[src/rtl/lock_disp_pkg.sv]
// Shared constants for the lock display scanner: segment patterns
// ({g,f,e,d,c,b,a}, active-low), anode enables and digit-index width.
package lock_disp_pkg;

    localparam int IDX_W = 2;

    localparam logic [6:0] SEG_NUM0  = 7'b1000000;
    localparam logic [6:0] SEG_NUM1  = 7'b1111001;
    localparam logic [6:0] SEG_NUM2  = 7'b0100100;
    localparam logic [6:0] SEG_NUM3  = 7'b0110000;
    localparam logic [6:0] SEG_NUM4  = 7'b0011001;
    localparam logic [6:0] SEG_NUM5  = 7'b0010010;
    localparam logic [6:0] SEG_NUM6  = 7'b0000010;
    localparam logic [6:0] SEG_NUM7  = 7'b1111000;
    localparam logic [6:0] SEG_DASH  = 7'b0111111;
    localparam logic [6:0] SEG_BLANK = 7'b1111111;

    localparam logic [3:0] AN_DIG0 = 4'b0111;
    localparam logic [3:0] AN_DIG1 = 4'b1011;
    localparam logic [3:0] AN_DIG2 = 4'b1101;
    localparam logic [3:0] AN_DIG3 = 4'b1110;
    localparam logic [3:0] AN_OFF  = 4'b1111;

    typedef enum logic {
        PH_VISIBLE = 1'b0,
        PH_HIDDEN  = 1'b1
    } blink_phase_e;

endpackage

[src/rtl/lock_display_scan_seg7_decode.sv]
// Combinational 7-segment decoder. Code digits show a dash for value 0
// (digit not yet entered); the attempts digit shows 0 as a numeral.
module seg7_decode
    import lock_disp_pkg::*;
(
    input  logic [2:0] value_i,
    input  logic       is_code_i,
    output logic [6:0] pattern_o
);

    // Value to active-low segment pattern
    always_comb begin
        pattern_o = SEG_BLANK;
        case (value_i)
            3'd0: pattern_o = is_code_i ? SEG_DASH : SEG_NUM0;
            3'd1: pattern_o = SEG_NUM1;
            3'd2: pattern_o = SEG_NUM2;
            3'd3: pattern_o = SEG_NUM3;
            3'd4: pattern_o = SEG_NUM4;
            3'd5: pattern_o = SEG_NUM5;
            3'd6: pattern_o = SEG_NUM6;
            3'd7: pattern_o = SEG_NUM7;
            default: pattern_o = SEG_BLANK;
        endcase
    end

endmodule

[src/rtl/lock_display_scan.sv]
// Four-digit multiplexed display scanner for the code lock: three entered
// code digits plus the remaining-attempts digit. dp lights while open.
// Optional lockout blinking is built when LOCK_DISP_BLINK_EN is defined;
// without it the display stays steady under lockout.
module lock_display_scan
    import lock_disp_pkg::*;
#(
    parameter int REFRESH_DIV = 100000,
    parameter int BLINK_SLOTS = 250
) (
    input  logic       clk,
    input  logic       reset,
    input  logic [2:0] disp_1,
    input  logic [2:0] disp_2,
    input  logic [2:0] disp_3,
    input  logic [2:0] disp_N,
    input  logic       lock,
    input  logic       unlock,
    output logic [3:0] an,
    output logic [6:0] seg,
    output logic       dp
);

    localparam int PRE_W = $clog2(REFRESH_DIV);

    if (REFRESH_DIV < 2) begin : g_bad_div
        $error("REFRESH_DIV must be at least 2");
    end
    if (BLINK_SLOTS < 1) begin : g_bad_blink
        $error("BLINK_SLOTS must be at least 1");
    end

    logic [PRE_W-1:0] pre_q;
    logic [IDX_W-1:0] idx_q;
    logic             slot_tick;
    logic [2:0]       sel_val;
    logic             sel_code;
    logic [3:0]       sel_an;
    logic [6:0]       dec_pat;
    logic             hide;
    logic [3:0]       an_q;
    logic [6:0]       seg_q;
    logic             dp_q;

    // Slot tick on the last prescaler count, i.e. the cycle it wraps to 0
    assign slot_tick = (pre_q == PRE_W'(REFRESH_DIV - 1));

    // Prescaler: counts 0..REFRESH_DIV-1 and wraps
    always_ff @(posedge clk or posedge reset) begin
        if (reset)          pre_q <= '0;
        else if (slot_tick) pre_q <= '0;
        else                pre_q <= pre_q + 1'b1;
    end

    // Digit index holds the digit the next tick will select; starts at 0
    always_ff @(posedge clk or posedge reset) begin
        if (reset)          idx_q <= '0;
        else if (slot_tick) idx_q <= idx_q + 1'b1;
    end

    // Select the digit value and anode for the current index
    always_comb begin
        sel_val  = disp_1;
        sel_code = 1'b1;
        sel_an   = AN_DIG0;
        case (idx_q)
            2'd0: begin sel_val = disp_1; sel_code = 1'b1; sel_an = AN_DIG0; end
            2'd1: begin sel_val = disp_2; sel_code = 1'b1; sel_an = AN_DIG1; end
            2'd2: begin sel_val = disp_3; sel_code = 1'b1; sel_an = AN_DIG2; end
            2'd3: begin sel_val = disp_N; sel_code = 1'b0; sel_an = AN_DIG3; end
            default: begin sel_val = disp_1; sel_code = 1'b1; sel_an = AN_DIG0; end
        endcase
    end

    seg7_decode u_decode (
        .value_i   (sel_val),
        .is_code_i (sel_code),
        .pattern_o (dec_pat)
    );

`ifdef LOCK_DISP_BLINK_EN
    localparam int BLK_W = (BLINK_SLOTS > 1) ? $clog2(BLINK_SLOTS) : 1;

    logic [BLK_W-1:0] blink_cnt_q;
    blink_phase_e     phase_q;

    // Free-running blink phase: flips every BLINK_SLOTS ticks, independent of
    // lock so a new lockout picks up wherever the phase happens to be
    always_ff @(posedge clk or posedge reset) begin
        if (reset) begin
            blink_cnt_q <= '0;
            phase_q     <= PH_VISIBLE;
        end else if (slot_tick) begin
            if (blink_cnt_q == BLK_W'(BLINK_SLOTS - 1)) begin
                blink_cnt_q <= '0;
                phase_q     <= (phase_q == PH_VISIBLE) ? PH_HIDDEN : PH_VISIBLE;
            end else begin
                blink_cnt_q <= blink_cnt_q + 1'b1;
            end
        end
    end

    assign hide = lock && (phase_q == PH_HIDDEN);
`else
    assign hide = 1'b0;
`endif

    // Output registers: load once per slot so inputs are held for the slot;
    // lock overrides unlock for the decimal point
    always_ff @(posedge clk or posedge reset) begin
        if (reset) begin
            an_q  <= AN_OFF;
            seg_q <= SEG_BLANK;
            dp_q  <= 1'b1;
        end else if (slot_tick) begin
            an_q  <= sel_an;
            seg_q <= hide ? SEG_BLANK : dec_pat;
            dp_q  <= hide ? 1'b1 : ~(unlock & ~lock);
        end
    end

    assign an  = an_q;
    assign seg = seg_q;
    assign dp  = dp_q;

endmodule

[config.mk]
export PLATFORM = sky130hd
export DESIGN_NAME = lock_display_scan
export DESIGN_NICKNAME = d
export VERILOG_FILES = /design/src/rtl/lock_disp_pkg.sv /design/src/rtl/lock_display_scan_seg7_decode.sv /design/src/rtl/lock_display_scan.sv
export SDC_FILE = /design/constraint.sdc
export NUM_CORES = 1
export LEC_CHECK = 0
export CAP_MARGIN = 20
export CORE_UTILIZATION = 35
export DETAILED_ROUTE_END_ITERATION = 6
export HOLD_SLACK_MARGIN = 0.08
export SLEW_MARGIN = 20
export SYNTH_ARGS = -nofsm -noshare
export SYNTH_HDL_FRONTEND = slang
export SYNTH_SLANG_ARGS = --single-unit
[constraint.sdc]
create_clock -name clk -period 3.55 [get_ports clk]
set_clock_uncertainty 0.05 [all_clocks]
set_input_delay 1.065 -clock clk [delete_from_list [all_inputs] [get_ports clk]]
set_output_delay 1.065 -clock clk [all_outputs]
set_load 0.05 [all_outputs]
# Word-level counts from Yosys, hierarchy flattened
# Index checks and enable logic that the tools add are counted.
# W data, S select, Z words.
word_totals:
  register_bits: 31
classes:
  n_addsub: 2
  n_eq_ne: 11
  muxes: 6
  n_bitwise: 3
  reduce_logical: 3
ops:
  columns: ["op", "n"]
  rows:
  - ["$pmux W7 S8", 1]
  - ["$add A17 B1 Y17 const B", 1]
  - ["$eq A17 B17 Y1 const B", 1]
  - ["$mux W17", 1]
  - ["$pmux W4 S4", 1]
  - ["$eq A3 B3 Y1 const B", 4]
  - ["$pmux W3 S4", 1]
  - ["$mux W7", 1]
  - ["$eq A3 B2 Y1 const B", 2]
  - ["$eq A2 B2 Y1 const B", 2]
  - ["$eq A3 B1 Y1 const B", 1]
  - ["$logic_not A3 Y1", 1]
  - ["$reduce_or A3 Y1", 1]
  - ["$add A2 B1 Y2 const B", 1]
  - ["$eq A2 B1 Y1 const B", 1]
  - ["$logic_not A2 Y1", 1]
  - ["$not A1 Y1", 2]
  - ["$pmux W1 S2", 1]
  - ["$and A1 B1 Y1", 1]

# Longest topological paths before layout
logic_depth:
  word_depth: 5
  mapped_depth: 7
  mapped_depth_nobuf: 7

# By module
# A second synthesis with hierarchy kept.
hier_totals:
  cells_unflattened: 168
  hier_area_um2: 1615.3
modules_own_cells:
  columns: ["module", "n_inst", "cells_per_inst", "area_each_um2", "seq_area_each_um2"]
  rows:
  - ["lock_display_scan", 1, 145, 1470.2, 790.8]
  - ["seg7_decode", 1, 23, 145.1, 0.0]

# Worst setup path before layout
# No wires, ideal clock.
synth_path:
  path_kind: "in2reg"
  start: "input port disp_N[0]"
  end: "register seg_q[3], in the netlist seg[3]"
  setup_time_ps: 77
  t_arrival_ps: 2183
  path_slack_ps: 1240
  stages: 5
  path_buffers: 0
  cell_sequence: "a222oi_1 -> mux2i_1 -> and2_4 -> a211o_1 -> a31oi_1"
synth_via:
  elab_chain_cells: 3
synth_rtl:
  columns: ["element", "line_no", "rtl"]
  rows:
  - ["start: declaration", "lock_display_scan.sv:16", "input logic [2:0] disp_N,"]
  - ["$pmux W3 S4 *", "lock_display_scan.sv:66", "case (idx_q)"]
  - ["$eq A3 B3 Y1 (tied with other cells)", "lock_display_scan_seg7_decode.sv:14", "case (value_i)"]
  - ["$pmux W7 S8 *", "lock_display_scan_seg7_decode.sv:14", null]
  - ["end signal: assignment", "lock_display_scan.sv:117", "seg_q <= hide ? SEG_BLANK : dec_pat;"]
  - ["end: declaration", "lock_display_scan.sv:42", "logic [6:0] seg_q;"]
# Every way passes the cells marked *; elsewhere a longest branch is shown, timed or not.
# A chain may end at the register's enable or synchronous reset.

# Final worst setup path
layout_path:
  start: "register seg_q[5], in the netlist seg[5]"
  end: "output port seg[5]"
layout_rtl:
  columns: ["element", "line_no", "rtl"]
  rows:
  - ["end: declaration", "lock_display_scan.sv:20", "output logic [6:0] seg,"]
# No word-level cell between the ends.

==> results.sh <==
export IMPL_die_w_um=69.2
export IMPL_max_freq_ghz=0.366
export IMPL_nets=207
export IMPL_io_buffers=27
export IMPL_clock_sinks=31
export IMPL_outcome="completed"
export IMPL_critical_path_max_fanout=2
export IMPL_yosysMostFrequentCell="nor2_1"
export IMPL_overflow=0
export IMPL_wl_met3_um=152
export IMPL_place_hpwl_mm=2.29
export IMPL_min_period_over_period=0.769
export IMPL_slowest_delay_ns=0.80
export IMPL_drc=0
export IMPL_synth_top_cell_by_area="dfrtp_1"
export IMPL_drt_iter0_markers=69
export IMPL_async_reset_ff_frac=1.00
export IMPL_wl_met2_mm=1.46
export IMPL_setup_tns_ns=0
export IMPL_hp_class="flop to flop"
export IMPL_netlist_area_sq_um=1580
export IMPL_core_area_sq_um=4350
export IMPL_hold_buffers=0
export IMPL_crit_path_end_kind="output port"
export IMPL_critical_path_class="flop to output port"
export IMPL_arrival_ns=1.62
export IMPL_die_h_um=69.2
export IMPL_synthToLayoutAreaGrowth_pct=25.3
export IMPL_cts_resized=0
export IMPL_min_period_ns=2.73
export IMPL_grt_max_degree=25
export IMPL_synth_common_cells="20 x nor2_1, 19 x dfrtp_1, 14 x nand2_1, 12 x dfstp_2, 11 x xnor2_1"
export IMPL_ys_ff_latch=31
export IMPL_power_uw=653
export IMPL_synthTopCellsByArea="dfrtp_1 30%, dfstp_2 20%, xnor2_1 6.1%, nor2_1 4.8%, ha_1 4.0%"
export IMPL_slowest_stage="clkdlybuf4s50_1"
export IMPL_first_pass_iters=4
export IMPL_routabilityCongestion=0.778
export IMPL_initial_core_util=0.363
export IMPL_post_cts_buffers=0
export IMPL_worstMarginPinSlew_ns=0.870
export IMPL_highest_layer="met4"
export IMPL_ir_worst_vdd_mv=0.230
export IMPL_hold_ws_ns=0.424
export IMPL_wire_per_inst_um=12.8
export IMPL_rsz0062_at_grt="no"
export IMPL_row_count=24
export IMPL_p_leak_nw=0.830
export IMPL_required_ns=2.43
export IMPL_dieArea_sq_um=4790
export IMPL_syn_avg_cell_area_sq_um=10.1
export IMPL_yosysWarnings=0
export IMPL_power_density_nw_per_um2=330
export IMPL_synthesis_instances=156
export IMPL_seq_area_frac_synth=0.500
export IMPL_clk_path_buf_depth=2
export IMPL_cp_top_family="buffers and inverters"
export IMPL_drt_met1_wl_mm=1.41
export IMPL_slew_viol_final=0
export IMPL_ant_nets=0
export IMPL_routed_via_density=5.10
export IMPL_clk_pin_slew_worst_paths_ns=0.06
export IMPL_vias=1219
export IMPL_drive_gt1_frac=0.134
export IMPL_critPathBufInv=1
export IMPL_yosys_most_used_dff="dfrtp_1"
export IMPL_synth_top_area_frac=0.301
export IMPL_worstSkewPairLatency_ns=0.28
export IMPL_ioPinCount=28
export IMPL_finalSetupViolCount=0
export IMPL_antenna_cells=0
export IMPL_cap_violations=0
export IMPL_antenna_found_initial=0
export IMPL_cts_root_buf="clkbuf_8"
export IMPL_grt_pass1_wl_mm=5.44
export IMPL_htreeDepth=2
export IMPL_synth_edff_count=0
export IMPL_ys_types=36
export IMPL_cts_buffers=5
export IMPL_path_cells="clkdlybuf4s50_1"
export IMPL_cp_start_kind="flop"
export IMPL_syn_num_nets=177
export IMPL_first_global_vias=1215
export IMPL_wl_mm=3.06
export IMPL_slew_limit_headroom=0.420
export IMPL_cts_tree="yes"
export IMPL_track_usage=0.143
export IMPL_hold_violations=0
[area by class of cell]
class / instances / area [sq um]
Clock inverter: 1 / 5.00
Tap cell: 52 / 65.1
Clock buffer: 7 / 76.3
Multi-Input combinational cell: 109 / 719
Fill cell: 419 / 2370
Inverter: 10 / 37.5
Timing Repair Buffer: 29 / 285
Sequential cell: 31 / 791
[registers in the layout, summed over array words and instances (netlist names)]
signal and cells:
seg 7, an 4, pre_q 17, idx_q 2, dp 1
[cell families (layout without fill, tap and decap cells)]
logic type,after synthesis,count (layout),share of synthesized area
buffers and inverters,16,47,0.0443
adder cells (fa/ha/maj),5,5,0.0396
multiplexers,6,6,0.0396
XOR/XNOR,16,16,0.0887
flip-flops,31,31,0.500
AO/OA/AOI/OAI,19,19,0.0816
AND/OR/NAND/NOR,63,63,0.206
[cell usage in the layout (no fill, tap or decap), types with 3 or more instances in the layout]
cell type        netlist  routed
nand3_1                5       5
a222oi_1               3       3
mux2i_1                4       4
ha_1                   5       5
dfstp_2               12      12
xor2_1                 5       5
a31oi_1                3       3
xnor2_1               11      11
inv_1                 10      10
clkdlybuf4s50_1        0      27
nand4_1                5       5
o21ai_0                6       6
nor3_1                 5       5
dfrtp_1               19      19
and4_1                 3       3
nor2_1                20      20
clkbuf_8               0       5
nand2_1               14      14
[per-layer routing]
metal  vias up  track usage
li1        602            -
met1       582        0.178
met2        28        0.232
met3         7       0.0465
met4         0       0.0544
met5         -            0
[metrics by stage]
stage / util / cell area [sq um] / std cells / setup slack, ns
after floorplan: - / 1580 / 156 / 1.24
after global placement: 0.436 / 1900 / 231 / 0.733
after detailed placement: 0.436 / 1900 / 231 / 0.711
after CTS: 0.455 / 1980 / 239 / 0.797
after global routing: 0.455 / 1980 / 239 / 0.780
final: 0.455 / 1980 / 239 / 0.819
[worst paths after layout]
| path | start | end | slack [ns] | depth (start not counted) |
|---|---|---|---|---|
| min in group asynchronous | reset | idx_q[1] | 1.21 | 2 |
| worst min register to register | seg[0] | seg[0] | 0.42 | 2 |
| worst max register to register | idx_q[0] | seg[3] | 1.43 | 6 |
| worst min-delay path | seg[0] | seg[0] | 0.42 | 2 |
| worst max-delay path | seg[5] | seg[5] | 0.82 | 1 |
| max in group asynchronous | reset | seg[3] | 1.53 | 3 |
[power by group]
| part | switching (mW) | total [mW] | internal [mW] |
|---|---|---|---|
| Clock | 0.125 | 0.262 | 0.137 |
| Sequential | 0 | 0.354 | 0.354 |
| Combinational | 0.0160 | 0.0368 | 0.0208 |
(Power assumes the default switching activity.)
